[src/rtl/cic_interpolator.sv]
// Hogenauer CIC interpolator: N low-rate combs, zero-stuffing by Rate, N high-rate integrators.
// Valid/ready on both sides; downstream backpressure holds the integrators.
module cic_interpolator #(
    parameter int InputLengthBits   = 16,
    parameter int Rate              = 8,
    parameter int FilterOrder       = 3,
    parameter int DifferentialDelay = 1,
    parameter int OutputLengthBits  = 22
) (
    input  logic                        clk,
    input  logic                        rst,
    input  logic [InputLengthBits-1:0]  in,
    input  logic                        in_valid,
    output logic                        in_ready,
    output logic [OutputLengthBits-1:0] out,
    output logic                        out_valid,
    input  logic                        out_ready
);

    localparam int PhaseBits = (Rate > 2) ? $clog2(Rate) : 1;

    function automatic longint dc_gain();
        longint g = 1;
        for (int unsigned k = 0; k < FilterOrder; k++) begin
            g = g * longint'(Rate * DifferentialDelay);
        end
        return g / Rate;
    endfunction

    localparam longint DcGain      = dc_gain();
    localparam int     MinOutWidth = InputLengthBits + $clog2(DcGain);

    if (Rate < 2 || FilterOrder < 1 || FilterOrder > 7 ||
        DifferentialDelay < 1 || DifferentialDelay > 2 ||
        OutputLengthBits < MinOutWidth) begin : g_param_check
        $error("cic_interpolator: illegal parameters or OutputLengthBits below required growth");
    end

    typedef logic signed [OutputLengthBits-1:0] word_t;
    typedef enum logic {IDLE, EMIT} state_t;

    state_t                state, state_next;
    word_t                 comb_dly [FilterOrder][DifferentialDelay];
    word_t                 comb_val [FilterOrder+1];
    word_t                 comb_out;
    word_t                 integ      [FilterOrder];
    word_t                 integ_next [FilterOrder];
    word_t                 stuffed;
    logic [PhaseBits-1:0]  phase;
    logic                  accept;
    logic                  step;

    // Comb chain evaluated on the presented sample; committed only on acceptance.
    always_comb begin
        comb_val[0] = word_t'($signed(in));
        for (int unsigned k = 0; k < FilterOrder; k++) begin
            comb_val[k+1] = comb_val[k] - comb_dly[k][DifferentialDelay-1];
        end
    end

    always_comb begin
        stuffed       = (phase == '0) ? comb_out : '0;
        integ_next[0] = integ[0] + stuffed;
        for (int unsigned k = 1; k < FilterOrder; k++) begin
            integ_next[k] = integ[k] + integ_next[k-1];
        end
    end

    always_comb begin
        state_next = state;
        in_ready   = 1'b0;
        accept     = 1'b0;
        step       = 1'b0;
        case (state)
            IDLE: begin
                in_ready = 1'b1;
                if (in_valid) begin
                    accept     = 1'b1;
                    state_next = EMIT;
                end
            end
            EMIT: begin
                step = !out_valid || out_ready;
                if (step && phase == PhaseBits'(Rate - 1)) begin
                    state_next = IDLE;
                end
            end
            default: state_next = IDLE;
        endcase
    end

    always_ff @(posedge clk) begin
        if (rst) begin
            state     <= IDLE;
            comb_out  <= '0;
            phase     <= '0;
            out       <= '0;
            out_valid <= 1'b0;
            for (int unsigned k = 0; k < FilterOrder; k++) begin
                integ[k] <= '0;
                for (int unsigned m = 0; m < DifferentialDelay; m++) begin
                    comb_dly[k][m] <= '0;
                end
            end
        end else begin
            state <= state_next;
            if (accept) begin
                comb_out <= comb_val[FilterOrder];
                phase    <= '0;
                for (int unsigned k = 0; k < FilterOrder; k++) begin
                    comb_dly[k][0] <= comb_val[k];
                    for (int unsigned m = 1; m < DifferentialDelay; m++) begin
                        comb_dly[k][m] <= comb_dly[k][m-1];
                    end
                end
            end
            if (step) begin
                for (int unsigned k = 0; k < FilterOrder; k++) begin
                    integ[k] <= integ_next[k];
                end
                out       <= integ_next[FilterOrder-1];
                out_valid <= 1'b1;
                phase     <= phase + 1'b1;
            end else if (out_ready) begin
                out_valid <= 1'b0;
            end
        end
    end

endmodule

[config.mk]
export PLATFORM = sky130hd
export DESIGN_NAME = cic_interpolator
export DESIGN_NICKNAME = d
export VERILOG_FILES = /design/src/rtl/cic_interpolator.sv
export SDC_FILE = /design/constraint.sdc
export NUM_CORES = 1
export LEC_CHECK = 0
export BUFFER_PORTS_ARGS = -buffer_cell sky130_fd_sc_hd__buf_2
export CORE_UTILIZATION = 45
export CTS_CLUSTER_SIZE = 24
export DETAILED_ROUTE_END_ITERATION = 6
export SLEW_MARGIN = 20
export SYNTH_ARGS = -nofsm -noshare
export SYNTH_HDL_FRONTEND = slang
export SYNTH_SLANG_ARGS = --single-unit
export TNS_END_PERCENT = 5
[constraint.sdc]
create_clock -name clk -period 6.3 [get_ports clk]
set_clock_uncertainty 0.1 [all_clocks]
set_input_delay 1.26 -clock clk [delete_from_list [all_inputs] [get_ports clk]]
set_output_delay 1.26 -clock clk [all_outputs]
set_load 0.01 [all_outputs]
After elaboration in Yosys (flattened, before gate mapping):

Memories as Yosys holds them, arrays and structs flattened.
Cells that the tools add are included.
Widths: inputs -> output; s select.

* register bits: 49
* RAM bits: 132
* bits of input ports: 20
* output and inout port bits: 24
* word-level logic and storage cells: 53
* memories: 2

* add/sub/neg operators: 7
* eq/ne operators: 1
* muxes and demuxes: 25
* bitwise operators: 7
* reduce and logical (&&, ||, !) cells: 6

Memory list
* comb_dly: depth 3, width 22, rd ports 3, clocked after memory_dff 0, write ports 3, RTL line 43 `word_t comb_dly [FilterOrder][DifferentialDelay];`
* integ: depth 3, width 22, rd ports 3, clocked after memory_dff 0, write ports 3, RTL line 46 `word_t integ [FilterOrder];`

Operator list (number)
* $mux 22: 7
* $add 22x22->22: 3
* $sub 22x22->22: 2
* $sub 16x22->22: 1
* $mux 1: 15
* $mux 3: 2
* $or 1x1->1: 6
* $reduce_bool 2->1: 2
* $add 3x1->3 const B: 1
* $eq 3x3->1 const B: 1
* $logic_not 3->1: 1
* $pmux 1 s2: 1
* $logic_and 1x1->1: 1
* $logic_not 1->1: 1
* $logic_or 1x1->1: 1
* $not 1->1: 1

Logic depth before layout (Yosys ltp):

Gate-level depths: netlist (run 1).

* word-level depth: 7
* depth in mapped cells: 30
* mapped depth without buffers: 30

Worst setup path after synthesis (run 1):

OpenSTA, ideal clock, no wires.

* path kind: input-to-reg
* start point: in in[0]
* end point: reg comb_out[21]
* setup time: 0.126 ns
* arrival time: 5.779 ns
* data required time: 6.074 ns
* setup slack: 0.295 ns
* cell stages on the path: 27
* buffers on the path: 0
* cell sequence: inv_1 ha_1 inv_1 fa_1 a21o_1 a21oi_1 o21bai_1 a21oi_1 o21bai_1 a31o_2 a21oi_1 xnor2_1 ha_1 a21o_1 a21oi_1 a21boi_0 o21bai_1 a21oi_1 xnor2_1 ha_1 a21oi_1 o21ai_0 o221ai_1 a21oi_1 a211oi_1 xnor2_1 o21ai_1

RTL lines
* from (decl): RTL line 12 `input logic [InputLengthBits-1:0] in,`
* to (signal assigned): RTL line 108 `comb_out <= comb_val[FilterOrder];`
* to (decl): RTL line 45 `word_t comb_out;`

==> metrics, run 1 <==
Worst R2R Path Depth=29; first-pass GRT wire length=40.2 mm; 1st-pass router iterations=5; Power, Total=7.10 mW; status=finished clean; leak pwr=6.41 nW; diodes inserted=0; Setup CP Type=reg -> reg; Post-synth EDFFs=126; chip height=166 um; P&R area growth vs syn=15.4%; Cells after Synth=1232; final core occ=53.2%; synthesized area=12000 sq um; Root Driver=clkbuf_16; detailed-placement wirelength estimate=16.9 mm; Crit path required time=6.40 ns; Num Clock Sinks=175; worst hold path type=reg -> reg; Finished Cell Area=13900 sq um; Hold Startpoint=out[14]; Post-Syn Nets=1385; FP Rows=59; Crit. End Element=register; Most common cell on crit path=a21o_1; Seq/Total Area, Yosys=39.5%; clock buffer depth=2; Reg2Reg Setup Slack=0.24 ns; worst flop-to-flop path startpoint=phase[0]; max_cap viols=0; dpl cells=1647; Pwr Density=511 nW/um^2; Hold WS=0.347 ns; placed inst area=13000 sq um; H-tree levels=4; All-Layer GR Usage=17.5%; startpoint types=register; RSZ-0062 raised after global routing=yes; Ys Warns=0; CP max stage cell=a2111o_1; # DRC=0; die area=27400 sq um; wire per inst=14.0 um; Primary FF master, synth=edfxtp_1; Worst path max stage delay=0.43 ns; core area=26100 sq um; die width=166 um; total clock buffers created by CTS=17; worst reg2reg path endpoint=integ[0][64]; min Tclk post-route=6.06 ns; PortBufs=43; Post-Layout Cell Count=1689; ys async rst share=0%; crit path max fanout=11; dpl ws=-0.134 ns; Fin Setup TNS=0 ns; overall routed net length=23.7 mm; Finish-stage setup viols=0; antenna-violating nets left=0; max-slew violations=0; synthesized flop and latch total=175; Max Fclk=0.165 GHz; RePlAce Congestion=0.856; syn_area_per_cell=9.78 sq um; initial core utilization=46.1%; Synth cell types=71; vias in the first global route=8574; clock transition at the registers of the reported paths=0.08 ns; Vias/cell=5.31; Tcrit/Tclk final=96.1%; Worst IR Drop VDD=223 uV; maximum number of pins on one net before global-route repair=61; relative slew slack=28.9%; hold path endpoint=out[14]; slew at the pin with the worst max-slew slack=1.07 ns; crit path DAT=6.16 ns; iteration-0 DRC count of the detailed router=479; layout cell share with drive strength beyond 1=14.5%; final net count=1494; CTS tree=built; Final Hold Violating Endpoints=0; Via Count=8971; hold path depth=1; initial antenna violation count=1; Final Worst Setup Slack=0.245 ns; grt total ovfl=0; worst-skew pair later-pin latency=0.44 ns; I/O pin total=44
-- cell families after synthesis --
kind of cell	share of synthesized area, %
xor+xnor	8.08
buf+inv	3.91
flops	39.5
compound gates	18.2
mux	0.332
simple gates	15.8
fa+ha+maj	14.2
-- cell usage after synthesis (4+ instances only) --
library cell	number	area, sq um
o21a_1	13	97.6
fa_1	6	120
or3_1	6	37.5
nand2b_1	14	87.6
and3_1	11	68.8
o21ai_0	56	280
a21oi_1	95	475
xnor2_1	64	561
a21o_1	71	533
a211o_1	5	43.8
nor2_1	66	248
nand4_1	11	68.8
a41oi_1	4	35.0
mux2i_1	4	40.0
clkbuf_1	21	78.8
or2_2	5	31.3
xor2_1	42	368
a211oi_1	10	75.1
ha_1	127	1590
nand3_1	20	100
a31oi_1	15	93.8
a21boi_0	4	30.0
nor3_1	14	70.1
dfxtp_1	49	981
o21ai_1	8	40.0
nor2b_1	13	81.3
o21bai_1	12	90.1
nand2_1	58	218
and2_1	116	726
inv_1	99	372
edfxtp_1	126	3780
o31ai_1	4	30.0
-- sequential cells by signal (all words and copies together), names as in the netlist --
signal     flops
state          1
integ         66
out_valid      1
comb_out      22
out           22
phase          3
comb_dly      60
-- repair_timing --
action	in CTS	in global routing
resized for setup	0	38
setup buffers	0	9
hold buffers	0	0
setup endpoints to repair	0	21
-- per-layer routing --
metal	wire, um	GRT usage, %
met1	12100	25.0
met2	10600	27.9
met3	758	2.63
met4	218	4.06
met5	0	0
-- where the power goes --
group,switching (mW),internal [mW],leakage (nW),total [mW]
clock network,0.492,0.659,0.311,1.15
registers,0.0871,1.50,1.76,1.59
logic,2.30,2.05,4.34,4.36
-- worst max path at each step --
stage | cells past startpoint | end | slack, ns | start
2_1_floorplan | 27 | comb_out[21] | 0.29 | in[0]
3_3_place_gp | 28 | comb_out[21] | -0.07 | in[0]
3_5_place_dp | 28 | comb_out[21] | -0.13 | in[0]
4_1_cts | 27 | integ[0][65] | 0.05 | phase[0]
5_1_grt | 28 | integ[0][65] | -0.03 | phase[0]
6_report | 29 | integ[0][64] | 0.24 | phase[0]
-- worst max-delay path: cells and delay by family, from the launching register on --
kind / cells / cell delay (ns)
buffers and inverters: 4 / 0.51
AND/OR/NAND/NOR: 6 / 1.06
XOR/XNOR: 3 / 0.44
adder cells (fa/ha/maj): 4 / 1.21
AO/OA/AOI/OAI: 12 / 2.15
flip-flops: 1 / 0.34
-- cells in the final DEF, fill, tap and decap left out, types with 11 or more instances in the layout --
cell	n
a21o_1	71
a21oi_1	86
a31oi_1	12
and2_1	116
and3_1	11
buf_2	44
buf_4	69
clkbuf_16	17
dfxtp_1	49
edfxtp_1	126
ha_1	123
inv_1	97
nand2_1	58
nand2b_1	14
nand3_1	20
nand4_1	11
nor2_1	65
nor2b_1	12
nor3_1	13
o21a_1	13
o21ai_0	51
o21ai_1	13
o21bai_1	12
xnor2_1	64
xor2_1	42
-- cell type report --
cell class                 instances  area (sq um)
fill                            2442         12200
multi-input combinational        934          6970
sequential                       175          4760
timing repair buffer             114           749
clock buffer                      20           457
tap                              335           419
inverter                          99           372
clock inverter                    12           174
Power figures use the tool's default switching activity.
==> inputs of run 2 (changes only) <==
clock period = 5.08 ns   (was 6.3 ns; I/O delays follow)
==> run 2 against run 1 <==
Hold slack got worse by 0.0024 ns. Design area rose by 13%. Largest cell class unchanged. Critical path depth did not move. Power rose by 43%. The run now ends with setup timing left. Register-to-register slack got worse by 0.75 ns. Non-clock buffer count rose by 193. Clock power rose by 19%. Sequential power rose by 25%. Sequential share of layout area fell by 4.0 points. Routed wire length rose by 10%. Count of clock-buffer cells in the layout did not move.
==> metrics, run 2 (synthesized netlist as in run 1, its figures left out) <==
status=finished with violations (was finished clean); failing checks=setup timing; Root Driver=clkbuf_16 (unchanged); met3 GRT Util=2.20% (was 2.63%); Power, Total=10.2 mW (was 7.10 mW); Final Hold Violating Endpoints=0 (unchanged); core area=26100 sq um (unchanged); Finish-stage setup viols=25 (was 0); layer with the highest usage=met2 (unchanged); Worst R2R Path Depth=29 (unchanged); post-cts hold buffer count=0 (unchanged); slew at the pin with the worst max-slew slack=0.811 ns (was 1.07 ns); 1st-pass router iterations=5 (unchanged); final net count=1687 (was 1494); Most common cell on crit path=a21o_1 (unchanged); maximum number of pins on one net before global-route repair=61 (unchanged); CTS tree=built (unchanged); Fin Setup TNS=-7.99 ns (was 0 ns); placed inst area=14600 sq um (was 13000 sq um); total clock buffers created by CTS=17 (unchanged); Worst path max stage delay=0.48 ns (was 0.43 ns); worst hold path type=reg -> reg (unchanged); diodes inserted=0 (unchanged); commonest non-fill, non-tap cell in the layout=buf_4 (was edfxtp_1); Post-Layout Cell Count=1882 (was 1689); vias in the first global route=9713 (was 8574); register area=4770 sq um (was 4760 sq um); initial core utilization=46.1% (unchanged); first-pass GRT wire length=44.8 mm (was 40.2 mm); die width=166 um (unchanged); Worst IR Drop VDD=292 uV (was 223 uV); max_cap viols=0 (unchanged); worst flop-to-flop path startpoint=phase[0] (unchanged); hold path depth=2 (was 1); max-slew violations=0 (unchanged); crit path max fanout=7 (was 11); worst reg2reg path endpoint=integ[0][65] (was integ[0][64]); die area=27400 sq um (unchanged); CP max stage cell=a2111o_1 (unchanged); min Tclk post-route=5.58 ns (was 6.06 ns); biggest regs=integ: 66 flops, comb_dly: 60 flops (unchanged); dpl cells=1839 (was 1647); layout cell share with drive strength beyond 1=29.6% (was 14.5%); wire per inst=13.9 um (was 14.0 um); RSZ-0062 raised after global routing=yes (unchanged); most frequent cells in the layout=buf_4 (263), edfxtp_1 (126), ha_1 (116) (was edfxtp_1 (126), ha_1 (123), and2_1 (116)); Setup CP Type=reg -> reg (unchanged); Via Count=9805 (was 8971); All-Layer GR Usage=19.4% (was 17.5%); I/O pin total=44 (unchanged); iteration-0 DRC count of the detailed router=451 (was 479); worst-skew pair later-pin latency=0.43 ns (was 0.44 ns); crit path DAT=5.68 ns (was 6.16 ns); FP Rows=59 (unchanged); P&R area growth vs syn=30.8% (was 15.4%); Finished Cell Area=15800 sq um (was 13900 sq um); Reg2Reg Setup Slack=-0.50 ns (was 0.24 ns); met2 Use GR=32.7% (was 27.9%); max reg flops=66 (unchanged); initial antenna violation count=0 (was 1); detailed-placement wirelength estimate=19.0 mm (was 16.9 mm); clock transition at the registers of the reported paths=0.08 ns (about the same); Max Fclk=0.179 GHz (was 0.165 GHz); Most flops, register=integ (unchanged); hold path endpoint=comb_out[9] (was out[14]); RePlAce Congestion=0.866 (was 0.856); chip height=166 um (unchanged); Crit. End Element=register (unchanged); startpoint types=register (unchanged); Multi-input gate area=7390 sq um (was 6970 sq um); # DRC=0 (unchanged); clock buffer depth=2 (unchanged); Crit path required time=5.17 ns (was 6.40 ns); leak pwr=7.45 nW (was 6.41 nW); Vias/cell=5.21 (was 5.31); relative slew slack=45.8% (was 28.9%); Pwr Density=646 nW/um^2 (was 511 nW/um^2); PortBufs=43 (unchanged); Tcrit/Tclk final=110% (was 96.1%); H-tree levels=4 (unchanged); grt met1 use=26.1% (was 25.0%); Final Worst Setup Slack=-0.503 ns (was 0.245 ns); grt total ovfl=0 (unchanged); Hold Startpoint=comb_out[9] (was out[14]); Num Clock Sinks=175 (unchanged); # fillers=2279 (was 2442); overall routed net length=26.1 mm (was 23.7 mm); antenna-violating nets left=0 (unchanged)
[run 2: what timing repair did]
item	CTS	global route
cloned	0	0
setup buffers	8	3
resized for setup	58	31
pin swaps	46	23
endpoints found under the setup margin	36	37
[run 2: area by class of cell]
cell class / count / share of cell area, %
Timing Repair Buffer: 307 / 14.0
Inverter: 99 / 2.44
Clock buffer: 20 / 2.90
Tap cell: 335 / 2.66
Clock inverter: 12 / 0.921
Multi-Input combinational cell: 934 / 46.9
Sequential cell: 175 / 30.2
[run 2: where the power goes]
part           internal (mW)  switching (mW)
clock                  0.767           0.604
combinational           3.54            3.30
sequential              1.87           0.112
total                   6.17            4.02
[run 2: worst max-delay path by stage]
stage,start,endpoint,slack [ns],depth (start not counted)
after floorplan,in[0],comb_out[19],-0.43,27
after global placement,in[0],comb_out[19],-0.88,28
after detailed placement,in[0],comb_out[19],-0.97,28
after CTS,phase[1],integ[0][65],-0.53,28
after global routing,phase[0],integ[0][65],-0.83,29
final,phase[0],integ[0][65],-0.50,29
[run 2: worst max-delay path, delay by kind of cell, from the launching register on]
kind | cells | cell delay (ns)
flops | 1 | 0.34
mux | 1 | 0.26
xor+xnor | 2 | 0.28
buf+inv | 3 | 0.32
simple gates | 6 | 0.59
compound gates | 13 | 2.50
fa+ha+maj | 4 | 0.97
[run 2: layer usage]
| metal | up-vias | share of wire [%] |
|---|---|---|
| li1 | 5020 | - |
| met1 | 4678 | 50 |
| met2 | 76 | 47 |
| met3 | 31 | 1.5 |
| met4 | 0 | 1.4 |
| met5 | - | 0 |
[run 2: stage by stage]
step / setup WS (ns) / utilization [%] / hold WS, ns
2_1_floorplan: -0.433 / - / 0.317
3_3_place_gp: -0.881 / 56.1 / 0.327
3_5_place_dp: -0.973 / 56.1 / 0.335
4_1_cts: -0.532 / 59.5 / 0.351
5_1_grt: -0.831 / 60.3 / 0.368
6_report: -0.503 / 60.3 / 0.345
